==> src/rtl/prim_subreg_pkg.sv <==
// prim_subreg_pkg: shared types and helpers for register slices.
// Holds access modes, shadow phase enum and the sw_arb function.
package prim_subreg_pkg;

  typedef enum logic [2:0] {
    SwAccessRW,
    SwAccessWO,
    SwAccessRO,
    SwAccessW1C,
    SwAccessW1S,
    SwAccessW0C,
    SwAccessRC
  } sw_access_e;

  typedef enum logic {
    ShPhase0,
    ShPhase1
  } shadow_phase_e;

  localparam int unsigned MaxDW = 32;

  // Software effect on a base value; narrower callers
  // zero-extend and take the low bits.
  function automatic logic [MaxDW-1:0] sw_arb(
    input sw_access_e       mode,
    input logic [MaxDW-1:0] cur,
    input logic [MaxDW-1:0] wd
  );
    logic [MaxDW-1:0] r;
    r = cur;
    unique case (mode)
      SwAccessRW:  r = wd;
      SwAccessWO:  r = wd;
      SwAccessW1C: r = cur & ~wd;
      SwAccessW1S: r = cur | wd;
      SwAccessW0C: r = cur & wd;
      SwAccessRC:  r = '0;
      default:     r = cur;
    endcase
    return r;
  endfunction

endpackage

==> src/rtl/prim_subreg_arb.sv <==
// prim_subreg_arb: next-value arbitration between sw and hw writes.
// Ports: cur (current), en_sw/wd (sw), de/d (hw), nxt (result).
module prim_subreg_arb
  import prim_subreg_pkg::*;
#(
  parameter int unsigned DW       = 32,
  parameter sw_access_e  SwAccess = SwAccessRW
) (
  input  logic [DW-1:0] cur,
  input  logic          en_sw,
  input  logic [DW-1:0] wd,
  input  logic          de,
  input  logic [DW-1:0] d,
  output logic [DW-1:0] nxt
);

  logic [DW-1:0]    hw;
  logic [MaxDW-1:0] sw;
  logic             unused_sw;

  // Hardware value forms the base; software
  // modifies it, so RW/WO data wins outright.
  assign hw = de ? d : cur;

  assign sw = sw_arb(SwAccess,
                     MaxDW'(hw),
                     MaxDW'(wd));

  assign nxt = en_sw ? sw[DW-1:0] : hw;

  assign unused_sw = ^sw;

endmodule

==> src/rtl/prim_subreg_shadow.sv <==
// prim_subreg_shadow: two-write shadowed CSR slice with inverted copy.
// Ports: clk_i, rst_i (sync, high), re/we/wd (sw), de/d (hw),
//   qe/q/qs (committed), phase_o, err_update, err_storage.
// Macro PRIM_SUBREG_SHADOW_LOCK_EN freezes the slice once
//   err_storage is set.
module prim_subreg_shadow
  import prim_subreg_pkg::*;
#(
  parameter int unsigned   DW       = 32,
  parameter sw_access_e    SwAccess = SwAccessRW,
  parameter logic [DW-1:0] RESVAL   = '0
) (
  input  logic          clk_i,
  input  logic          rst_i,
  input  logic          re,
  input  logic          we,
  input  logic [DW-1:0] wd,
  input  logic          de,
  input  logic [DW-1:0] d,
  output logic          qe,
  output logic [DW-1:0] q,
  output logic [DW-1:0] qs,
  output logic          phase_o,
  output logic          err_update,
  output logic          err_storage
);

  localparam bit FsmEn = (SwAccess != SwAccessRO);

  shadow_phase_e phase, phase_nxt;

  logic [DW-1:0] committed;
  logic [DW-1:0] shadow;
  logic [DW-1:0] staged;
  logic [DW-1:0] stage_nxt;
  logic [DW-1:0] commit_nxt;

  logic locked;
  logic in_p1;
  logic match;
  logic load;
  logic commit;
  logic mism;
  logic upd;

`ifdef PRIM_SUBREG_SHADOW_LOCK_EN
  assign locked = err_storage;
`else
  assign locked = 1'b0;
`endif

  // Software-only candidate: what the staged copy
  // holds and what the second write must reproduce.
  prim_subreg_arb #(
    .DW       (DW),
    .SwAccess (SwAccess)
  ) u_stage_arb (
    .cur   (committed),
    .en_sw (1'b1),
    .wd    (wd),
    .de    (1'b0),
    .d     (d),
    .nxt   (stage_nxt)
  );

  prim_subreg_arb #(
    .DW       (DW),
    .SwAccess (SwAccess)
  ) u_commit_arb (
    .cur   (committed),
    .en_sw (commit),
    .wd    (wd),
    .de    (de),
    .d     (d),
    .nxt   (commit_nxt)
  );

  assign in_p1  = (phase == ShPhase1);
  assign match  = (stage_nxt == staged);

  assign load   = FsmEn && we && !in_p1
                  && !locked;
  assign commit = FsmEn && we && in_p1
                  && match && !locked;
  assign mism   = FsmEn && we && in_p1
                  && !match && !locked;
  assign upd    = (commit || de) && !locked;

  // re drops back to the first phase, but a
  // same-cycle we is still honoured first.
  always_comb begin
    phase_nxt = phase;
    if (!FsmEn || locked) begin
      phase_nxt = ShPhase0;
    end else if (re) begin
      phase_nxt = ShPhase0;
    end else if (we) begin
      phase_nxt = in_p1 ? ShPhase0 : ShPhase1;
    end
  end

  always_ff @(posedge clk_i) begin
    if (rst_i) begin
      committed   <= RESVAL;
      shadow      <= ~RESVAL;
      staged      <= RESVAL;
      phase       <= ShPhase0;
      qe          <= 1'b0;
      err_update  <= 1'b0;
      err_storage <= 1'b0;
    end else begin
      if (upd) begin
        committed <= commit_nxt;
        shadow    <= ~commit_nxt;
      end
      if (load) begin
        staged <= stage_nxt;
      end
      phase       <= phase_nxt;
      qe          <= commit;
      err_update  <= mism;
      err_storage <= err_storage
                     | (committed != ~shadow);
    end
  end

  assign q       = committed;
  assign qs      = committed;
  assign phase_o = (phase == ShPhase1);

endmodule

==> config.mk <==
export PLATFORM = sky130hd
export DESIGN_NAME = prim_subreg_shadow
export DESIGN_NICKNAME = d
export VERILOG_FILES = /design/src/rtl/prim_subreg_pkg.sv /design/src/rtl/prim_subreg_arb.sv /design/src/rtl/prim_subreg_shadow.sv
export SDC_FILE = /design/constraint.sdc
export NUM_CORES = 1
export LEC_CHECK = 0
export CAP_MARGIN = 20
export CORE_ASPECT_RATIO = 1.75
export CORE_MARGIN = 10
export CORE_UTILIZATION = 48
export CTS_BUF_LIST = sky130_fd_sc_hd__clkbuf_4
export DETAILED_ROUTE_END_ITERATION = 10
export GPL_ROUTABILITY_DRIVEN = 0
export PLACE_DENSITY = 0.92
export SLEW_MARGIN = 40
export SYNTH_ARGS = -nofsm -noshare
export SYNTH_HDL_FRONTEND = slang
export SYNTH_SLANG_ARGS = --single-unit
==> constraint.sdc <==
create_clock -name clk_i -period 2.35 [get_ports clk_i]
set_clock_uncertainty 0.15 [all_clocks]
set_input_delay 0.47 -clock clk_i [delete_from_list [all_inputs] [get_ports clk_i]]
set_output_delay 0.47 -clock clk_i [all_outputs]
set_load 0.1 [all_outputs]
==> impl_metrics.yaml <==
status:
  status: "complete, no violations"
clock_network:
  htree_num_levels: 3
  clk_latency_ps: 470
  clock_sinks: 100
  cts-root-buf: "clkbuf_4"
  cts_buffer_depth: 2
  cts_tree: "done"
  clk_pin_slew_ps: 150
  numCtsBuffers: 9
  post_cts_buffers: 0
timing:
  hold_violations: 0
  setup_viol: 0
  finalCritPeriodShare_pct: 97.6
  setup_tns_ps: 0
  period_needed_ps: 2290
  worst_pin_slew_ps: 485
  relSlewSlack_pct: 67.7
  maxSlewViolCount: 0
  fmax_mhz: 436
  rsz0062_at_grt: "no"
route:
  vias: 4573
  first_pass_iters: 7
  avgRoutedWirePerCell_microns: 17.8
  drt_iter0_drc: 221
  vias_per_cell: 5.44
  drt-total-wl_microns: 14900
  postRouteAntennaNets: 0
  drc: 0
grt:
  grt_max_degree: 69
  grt_usage_pct: 18.7
  grt_pass1_wl_microns: 23300
  grt_antenna_before_repair: 1
  globalRouteOverflowTotal: 0
  grt_pass1_vias: 4722
critical_path:
  path_class: "input port to flop"
  r2r_slack_ps: 170
  worstPathArrival_ps: 2520
  worst_setup_path_end_kind: "flop"
  cp.required_ps: 2580
  path_max_fanout: 65
  cp-start-kind: "input port"
final_layout:
  final_util_pct: 63.9
  fillers: 825
  layout_common_cells: "buf_4 (110), dfxtp_1 (100), clkdlybuf4s50_1 (66)"
  fin_area_sq_um: 6580
  layout_commonest_cell: "buf_4"
  nets: 777
  drive_above_1_share_pct: 19.1
  regArea_sq_um: 2000
  multi_input_area_sq_um: 2670
  syn2layout_area_growth_pct: 29.9
synthesis:
  synth_seq_area_share_pct: 39.5
  synth_nets: 657
  syn_area_sq_um: 5070
  syn_area_per_cell_sq_um: 8.62
  synth_cell_types: 23
  ys.warnings.count: 0
  ys_ff_latch: 100
  netlist_instances: 588
floorplanning:
  start_util_pct: 49.2
  core_area_sq_um: 10300
  die_h_microns: 156
  placementRows: 49
  die_area_sq_um: 15200
  io_pins: 137
  die_width_microns: 97.7
place:
  dpl_cell_area_sq_um: 6430
  port_buffers: 136
  place_hpwl_microns: 11800
pwr:
  p_sw_share_pct: 36.9
  total_power_w: 0.00403
  p_sw_w: 0.00149
  p_per_area_nw_per_um2: 612
  vdd_ir_drop_max_mv: 0.316
  clkPwrFrac_pct: 22.4
  internal-power_w: 0.00254
  pwr-share-seq_pct: 46.7
  pwr-share-comb_pct: 30.8
  p_leak_nw: 2.78
min_path:
  hp-class: "input port to flop"
run:
  maxCapViolations: 0
worst max-delay path: stages:
cell and delay (ps):
clkdlybuf4s50_1 450, xnor2_1 310, nand4_1 210, nor4_4 390, nand4_1 210, buf_12 250
a21bo_1 200
sequential cells by signal, summed over array words and instances (netlist names):
signal,count
q,32
shadow,32
staged,32
err_storage,1
err_update,1
phase_o,1
qe,1
metal layers:
metal  part of all wire (%)  track usage (%)  wire (microns)  up-vias
li1                       -                -               -     2225
met1                     35             17.9            5290     2113
met2                     53             34.0            7900      174
met3                    4.7             3.19             697       61
met4                    7.1             15.8            1060        0
met5                      0                0               0        -
final cells by class:
type	count	share of cell area, %
Sequential cell	100	30.4
Antenna cell	1	0.0380
Tap cell	127	2.41
Clock inverter	7	1.03
Multi-Input combinational cell	414	40.6
Timing Repair Buffer	183	24.5
Clock buffer	9	1.03
stage by stage:
| stage | worst slack (ps) | std cells | hold WS (ps) |
|---|---|---|---|
| 2_1_floorplan | 228 | 588 | 299 |
| 3_3_place_gp | -402 | 824 | 304 |
| 3_5_place_dp | -439 | 824 | 309 |
| 4_1_cts | 53.7 | 840 | 313 |
| 5_1_grt | 21.6 | 841 | 330 |
| 6_report | 56.9 | 841 | 323 |
path summary, 6_finish.rpt:
kind / endpoint / depth (start not counted) / from
max reg2reg: shadow[10] / 6 / staged[26]
max: shadow[10] / 7 / wd[10]
min reg2reg: staged[25] / 2 / staged[25]
min: staged[19] / 3 / rst_i
logic make-up after synthesis:
logic type | share of synthesized area (%)
AO/OA/AOI/OAI | 21.9
AND/OR/NAND/NOR | 13.1
flip-flops | 39.5
buffers and inverters | 8.15
XOR/XNOR | 11.1
multiplexers | 6.32
power groups by stage:
stage,clock [W],sequential (W),combinational (W)
final,0.000903,0.00188,0.00124
after global routing,0.000969,0.00190,0.00130
after CTS,0.000911,0.00188,0.00124
after detailed placement,0,0.00192,0.00124
after global placement,0,0.00191,0.00122
after floorplan,0,0.00215,0.000626
cell usage after synthesis:
cell type,instances,share of area (%)
a211oi_1,1,0.15
a21bo_1,32,6.3
a21boi_1,32,4.7
a21oi_1,65,6.4
a31oi_1,33,4.1
buf_1,2,0.15
buf_2,12,1.2
buf_4,32,4.7
clkbuf_1,28,2.1
dfxtp_1,100,40
mux2i_1,32,6.3
nand2_1,65,4.8
nand2b_1,1,0.12
nand3_1,1,0.099
nand4_1,15,1.9
nor2_1,65,4.8
nor2b_1,1,0.12
nor3_1,3,0.30
nor4_1,1,0.12
nor4_4,2,0.84
o2111ai_1,1,0.17
xnor2_1,35,6.0
xor2_1,29,5.0
repair_timing:
action | in CTS | in global routing
gates resized for setup | 0 | 2
setup endpoints to repair | 0 | 40
hold buffers | 0 | 0
(Power assumes the default switching activity.)
